<file path="src/rtl/trace_buffer.sv">
// Commit-event trace buffer: captures GRF (W stage) and DM (M stage) writes in
// program order into a FWFT FIFO with sequence tags, freeze request and drop accounting.
module trace_buffer #(
    parameter int DEPTH = 16,
    parameter int AW    = 4
) (
    input  logic          clk,
    input  logic          reset,
    input  logic          grf_we,
    input  logic [31:0]   grf_pc,
    input  logic [4:0]    grf_addr,
    input  logic [31:0]   grf_wd,
    input  logic          dm_we,
    input  logic [31:0]   dm_pc,
    input  logic [31:0]   dm_addr,
    input  logic [31:0]   dm_wd,
    output logic          out_valid,
    input  logic          out_ready,
    output logic          out_kind,
    output logic [31:0]   out_pc,
    output logic [31:0]   out_addr,
    output logic [31:0]   out_data,
    output logic [15:0]   out_seq,
    output logic [AW:0]   count,
    output logic          hold,
    output logic          overflow,
    output logic [15:0]   drop_cnt
);

    localparam logic [AW:0] LP_DEPTH = (AW+1)'(DEPTH);
    localparam logic [AW:0] LP_HOLD  = (AW+1)'(DEPTH - 2);

    logic [AW:0]   r_count;
    logic [AW-1:0] r_wptr;
    logic [AW-1:0] r_rptr;
    logic [15:0]   r_seq;
    logic [15:0]   r_drop;
    logic          r_ovf;

    logic          r_kind [DEPTH];
    logic [31:0]   r_pc   [DEPTH];
    logic [31:0]   r_addr [DEPTH];
    logic [31:0]   r_data [DEPTH];
    logic [15:0]   r_tag  [DEPTH];

    logic          w_g;
    logic          w_d;
    logic [AW:0]   w_free;
    logic          w_acc_g;
    logic          w_acc_d;
    logic [1:0]    w_ndrop;
    logic          w_pop;
    logic [AW-1:0] w_wptr_d;
    logic [15:0]   w_seq_d;
    logic [16:0]   w_drop_sum;

    // Free space is taken before any same-cycle pop; DM only gets a slot left over by GRF.
    always_comb begin
        w_g        = grf_we && (grf_addr != '0);
        w_d        = dm_we;
        w_free     = LP_DEPTH - r_count;
        w_acc_g    = w_g && (w_free != '0);
        w_acc_d    = w_d && (w_free > {{AW{1'b0}}, w_acc_g});
        w_ndrop    = 2'(w_g && !w_acc_g) + 2'(w_d && !w_acc_d);
        w_pop      = (r_count != '0) && out_ready;
        w_wptr_d   = r_wptr + AW'(w_acc_g);
        w_seq_d    = r_seq + 16'(w_g);
        w_drop_sum = {1'b0, r_drop} + 17'(w_ndrop);
    end

    always_ff @(posedge clk or negedge reset) begin
        if (!reset) begin
            r_count <= '0;
            r_wptr  <= '0;
            r_rptr  <= '0;
            r_seq   <= '0;
            r_drop  <= '0;
            r_ovf   <= 1'b0;
        end else begin
            r_count <= r_count + (AW+1)'(w_acc_g) + (AW+1)'(w_acc_d) - (AW+1)'(w_pop);
            r_wptr  <= r_wptr + AW'(w_acc_g) + AW'(w_acc_d);
            r_rptr  <= r_rptr + AW'(w_pop);
            r_seq   <= r_seq + 16'(w_g) + 16'(w_d);
            if (w_ndrop != '0)
                r_ovf <= 1'b1;
            r_drop  <= w_drop_sum[16] ? '1 : w_drop_sum[15:0];
        end
    end

    always_ff @(posedge clk) begin
        if (w_acc_g) begin
            r_kind[r_wptr] <= 1'b0;
            r_pc[r_wptr]   <= grf_pc;
            r_addr[r_wptr] <= {27'b0, grf_addr};
            r_data[r_wptr] <= grf_wd;
            r_tag[r_wptr]  <= r_seq;
        end
        if (w_acc_d) begin
            r_kind[w_wptr_d] <= 1'b1;
            r_pc[w_wptr_d]   <= dm_pc;
            r_addr[w_wptr_d] <= dm_addr;
            r_data[w_wptr_d] <= dm_wd;
            r_tag[w_wptr_d]  <= w_seq_d;
        end
    end

    assign out_valid = (r_count != '0);
    assign out_kind  = r_kind[r_rptr];
    assign out_pc    = r_pc[r_rptr];
    assign out_addr  = r_addr[r_rptr];
    assign out_data  = r_data[r_rptr];
    assign out_seq   = r_tag[r_rptr];
    assign count     = r_count;
    assign hold      = (r_count >= LP_HOLD);
    assign overflow  = r_ovf;
    assign drop_cnt  = r_drop;

endmodule

</file>
<file path="config.mk">
export PLATFORM = sky130hd
export DESIGN_NAME = trace_buffer
export DESIGN_NICKNAME = d
export VERILOG_FILES = /design/src/rtl/trace_buffer.sv
export SDC_FILE = /design/constraint.sdc
export NUM_CORES = 2
export LEC_CHECK = 0
export CAP_MARGIN = 20
export CORE_AREA = 2 2 393 434
export DETAILED_ROUTE_END_ITERATION = 7
export DIE_AREA = 0 0 395 436
export PLACE_DENSITY_LB_ADDON = 0.1
export SLEW_MARGIN = 20
export SYNTH_ARGS = -nofsm -noshare
export SYNTH_HDL_FRONTEND = slang
export SYNTH_SLANG_ARGS = --single-unit
</file>
<file path="constraint.sdc">
create_clock -name clk -period 11.7 [get_ports clk]
set_input_delay 1.755 -clock clk [delete_from_list [all_inputs] [get_ports clk]]
set_output_delay 1.755 -clock clk [all_outputs]
set_load 0.005 [all_outputs]
</file>
# Word level (Yosys, flattened, before mapping)
# Memories as Yosys holds them, arrays and structs flattened.
# Cells that the tools add are included.
# classes
n_reduce_logical,12
n_lt_le_gt_ge,2
add_sub_neg,11
muxes,5
# ops
cell,count
$add 16x1->16,2
$add 16x2->17,1
$mux 16,1
$reduce_bool 5->1,3
$add 4x1->4,3
$add 5x1->5,2
$logic_and 1x1->1,6
$ge 5x4->1 const B,1
$gt 5x1->1,1
$sub 5x1->5,1
$sub 5x5->5 const A,1
$mux 1,4
$add 1x1->2,1
$logic_not 1->1,2
$reduce_bool 2->1,1
# totals
out_inout_bits,137
elab_cells,41
ramBits,1808
input_bits,170
ff_bits,46
mem_count,5
# memory_table
name,words,width,rd,rd_ports_with_merged_regs,wr,line,source
r_addr,16,32,1,0,2,42,logic [31:0] r_addr [DEPTH];
r_data,16,32,1,0,2,43,logic [31:0] r_data [DEPTH];
r_pc,16,32,1,0,2,41,logic [31:0] r_pc [DEPTH];
r_tag,16,16,1,0,2,44,logic [15:0] r_tag [DEPTH];
r_kind,16,1,1,0,2,40,logic r_kind [DEPTH];

# Longest topological paths before layout
# logic_depth
depth_word,10
depth_mapped,22

# Worst setup path after synthesis
# No wires, ideal clock.
# synth_timing
kind,input-to-reg
start,input grf_addr[0]
end,"memory r_addr[12][0], enable pin"
cell_stages,12
n_path_buf,2
required_time_ns,10.962
slack_ns,-0.858
arrival_time_ns,11.821
setup_ns,0.738
path_cell_list,clkbuf_1 or4_1 o21ai_0 inv_1 o31ai_1 inv_2 ha_1 ha_1 nor2_1 o311ai_4 buf_4 o21ai_0
# synth_rtl
element,line,source
from (decl),11,"input logic [4:0] grf_addr,"
to (decl),42,

==> out/metrics.yaml <==
global_routing:
  met2_usage_pct: 53.3
  grt_util_met3_pct: 6.54
  grt_util_met1_pct: 45.0
  grt_start_max_net_pins: 127
  grt_pass1_wl_mm: 420
  gr-max-usage-layer: "met2"
  overflow: 0
  antenna_found_initial: 35
  grt_pass1_vias: 61300
  grtUsageTotal_pct: 33.2
logic_synthesis:
  synth_area_leaders: "edfxtp_1 59%, nand2_1 13%, mux4_2 11%, and3_1 3.0%, mux2_2 2.9%"
  ys_async_sr_fraction_pct: 2.48
  netlist_area_um2: 91800
  ys_types: 64
  ys_seq_elements: 1854
  synth_ff_type: "edfxtp_1"
  syn_area_per_cell_um2: 12.1
  netlist_instances: 7612
  ys_seq_area_share_pct: 60.2
  synth_top_cell_area_share_pct: 58.6
  ys_warn_count: 0
  syn_nets: 7812
  synth_top_cell_by_area: "edfxtp_1"
  synth_edf_count: 1792
route:
  wl_mm: 287
  route.detailed.drc: 0
  wl_per_cell_um: 28.9
  viasPerCell: 6.27
  antenna_left: 0
  dr.pass1.iters: 8
  drt_iter0_markers: 7817
  vias: 62300
timing:
  maxSlewViolCount: 0
  setup_tns_ns: 0
  max-slew-margin-rel_pct: 16.0
  final.period_utilization_pct: 69.6
  timing.hold.ws_ns: 0.463
  hold_viol_final: 0
  rsz0062_at_grt: "no"
  period_needed_ns: 8.14
  fin_skew_ns: 0.0298
  fmax_mhz: 123
  finalSetupViolCount: 0
  tightestPinTransition_ns: 1.26
floorplanning:
  die-area_um2: 172000
  initial_utilization_pct: 54.7
  rows: 158
  ios: 307
  core_um2: 168000
  fp.dieH_um: 436
  dieWidth_um: 395
finish:
  fin_cells: 9936
  layout_commonest_cell: "nand2_1"
  final_cell_mix: "3046 x nand2_1, 1792 x edfxtp_1, 457 x mux4_2"
  fin_nets: 7724
  area_growth_pct: 11.6
  layout-drive-gt1-share_pct: 15.0
  final_core_util_pct: 61.0
  fillCellCount: 12900
clock_tree:
  clkTransAtPathRegs_ns: 0.06
  clock-sinks: 1854
  hold_buffers: 0
  cts_buffers: 192
  postCtsSetupBuffers: 0
  cts-root-buf: "clkbuf_16"
  cts_resized: 0
  htree_levels: 4
  clock_latency_ns: 0.86
  cts_tree: "done"
  clock_path_buffers: 3
setup_path:
  startpoint_type: "input port"
  cp-end-kind: "register"
  crit_chain: "clkdlybuf4s50_1 -> or4_1 -> o21ai_0 -> inv_1 -> o31ai_1 -> inv_2 -> ha_1 -> ha_1 -> nor2b_1 -> o311a_4 -> buf_4 -> nand2_4 -> nand2_4 -> buf_12"
  cp_slowest_cell: "clkdlybuf4s50_1"
  crit_family: "buffers and inverters"
  cp_max_fo: 72
  worstPathArrival_ns: 8.61
  slowest_delay_ns: 0.81
  crit_type: "in -> reg"
  critPathRequiredTime_ns: 12.17
  critPathBufInv: 5
power_and_ir_drop:
  power_leakage_nw: 38.7
  ir_drop_mv: 0.296
  power_density_nw_per_um2: 255
run:
  maxCapViolCount: 0
placement:
  dpl.cell_count: 9565
  dp_hpwl_mm: 154
  portBuffers: 306
  gp_congestion: 0.831
hold_path:
  hp-class: "reg -> reg"
run_status:
  status: "finished clean"
## metrics by stage
stage	instance area [um^2]	setup slack, ns	power [mW]
2_1_floorplan	91800	0.449	16.1
3_3_place_gp	96300	2.91	20.0
3_5_place_dp	96300	2.83	20.1
4_1_cts	102000	3.73	26.1
5_1_grt	102000	3.50	27.0
6_report	102000	3.56	26.1
## path summary, 6_finish.rpt
check / from / to / slack [ns] / depth (start not counted)
setup / recovery: grf_addr[0] / r_tag[2][11] / 3.56 / 14
hold / removal: r_kind[2] / r_kind[2] / 0.46 / 1
setup reg to reg: count[1] / r_tag[2][11] / 4.60 / 15
hold reg to reg: r_kind[2] / r_kind[2] / 0.46 / 1
max in group asynchronous: reset / r_rptr[3] / 10.01 / 2
min in group asynchronous: reset / drop_cnt[7] / 1.04 / 2
## cell families (layout without fill, tap and decap cells)
| logic type | after synthesis | in the layout | synth area share, % |
|---|---|---|---|
| mux | 818 | 818 | 15.5 |
| simple gates | 3651 | 3651 | 16.4 |
| flops | 1854 | 1854 | 60.2 |
| fa+ha+maj | 30 | 30 | 0.433 |
| buf+inv | 735 | 809 | 3.25 |
| compound gates | 286 | 286 | 1.97 |
| other cells | 0 | 10 | 0 |
| xor+xnor | 238 | 238 | 2.28 |
## cell usage after synthesis, types with 15 or more instances
cell and instances:
mux2i_1 109, mux2_2 237, a221oi_1 36, buf_1 153, nor2_1 67, nand3_1 16, nand2_1 3064, edfxtp_1 1792
a22oi_1 36, a21oi_1 47, xor2_1 24, dfrtp_1 46, and3_1 433, xnor2_1 213, ha_1 27, inv_1 21
mux2_1 15, mux4_2 457, clkbuf_1 434, o21ai_0 131, dfxtp_1 16, buf_2 105
## metal layers
layer / up-vias / wire, um
met1: 31200 / 110000
met5: - / 257
met4: 40 / 10900
met2: 3646 / 138000
met3: 652 / 28900
li1: 26700 / -
## state kept, by name, summed over array words and instances, names as in the netlist, 4 cells and up
name,count
r_tag,256
count,5
r_pc,512
r_addr,512
drop_cnt,16
r_data,512
r_kind,16
r_seq,16
r_rptr,4
r_wptr,4
## layout make-up
cell class,instances,area [um^2],share of cell area (%)
Antenna cell,10,25.0,0.0244
Clock buffer,244,5110,4.98
Clock inverter,112,877,0.856
Inverter,24,90.1,0.0879
Multi-Input combinational cell,5023,34100,33.2
Sequential cell,1854,55300,54.0
Tap cell,2240,2800,2.74
Timing Repair Buffer,429,4200,4.10
## where the power goes
group | total, mW | switching, mW | leakage (nW) | internal [mW]
Combinational | 10.4 | 6.32 | 18.8 | 4.09
Sequential | 9.72 | 0.550 | 16.9 | 9.17
Clock | 5.95 | 2.63 | 2.92 | 3.32
Total | 26.1 | 9.50 | 38.7 | 16.6
Note: power is estimated with default switching activity, not from simulation.
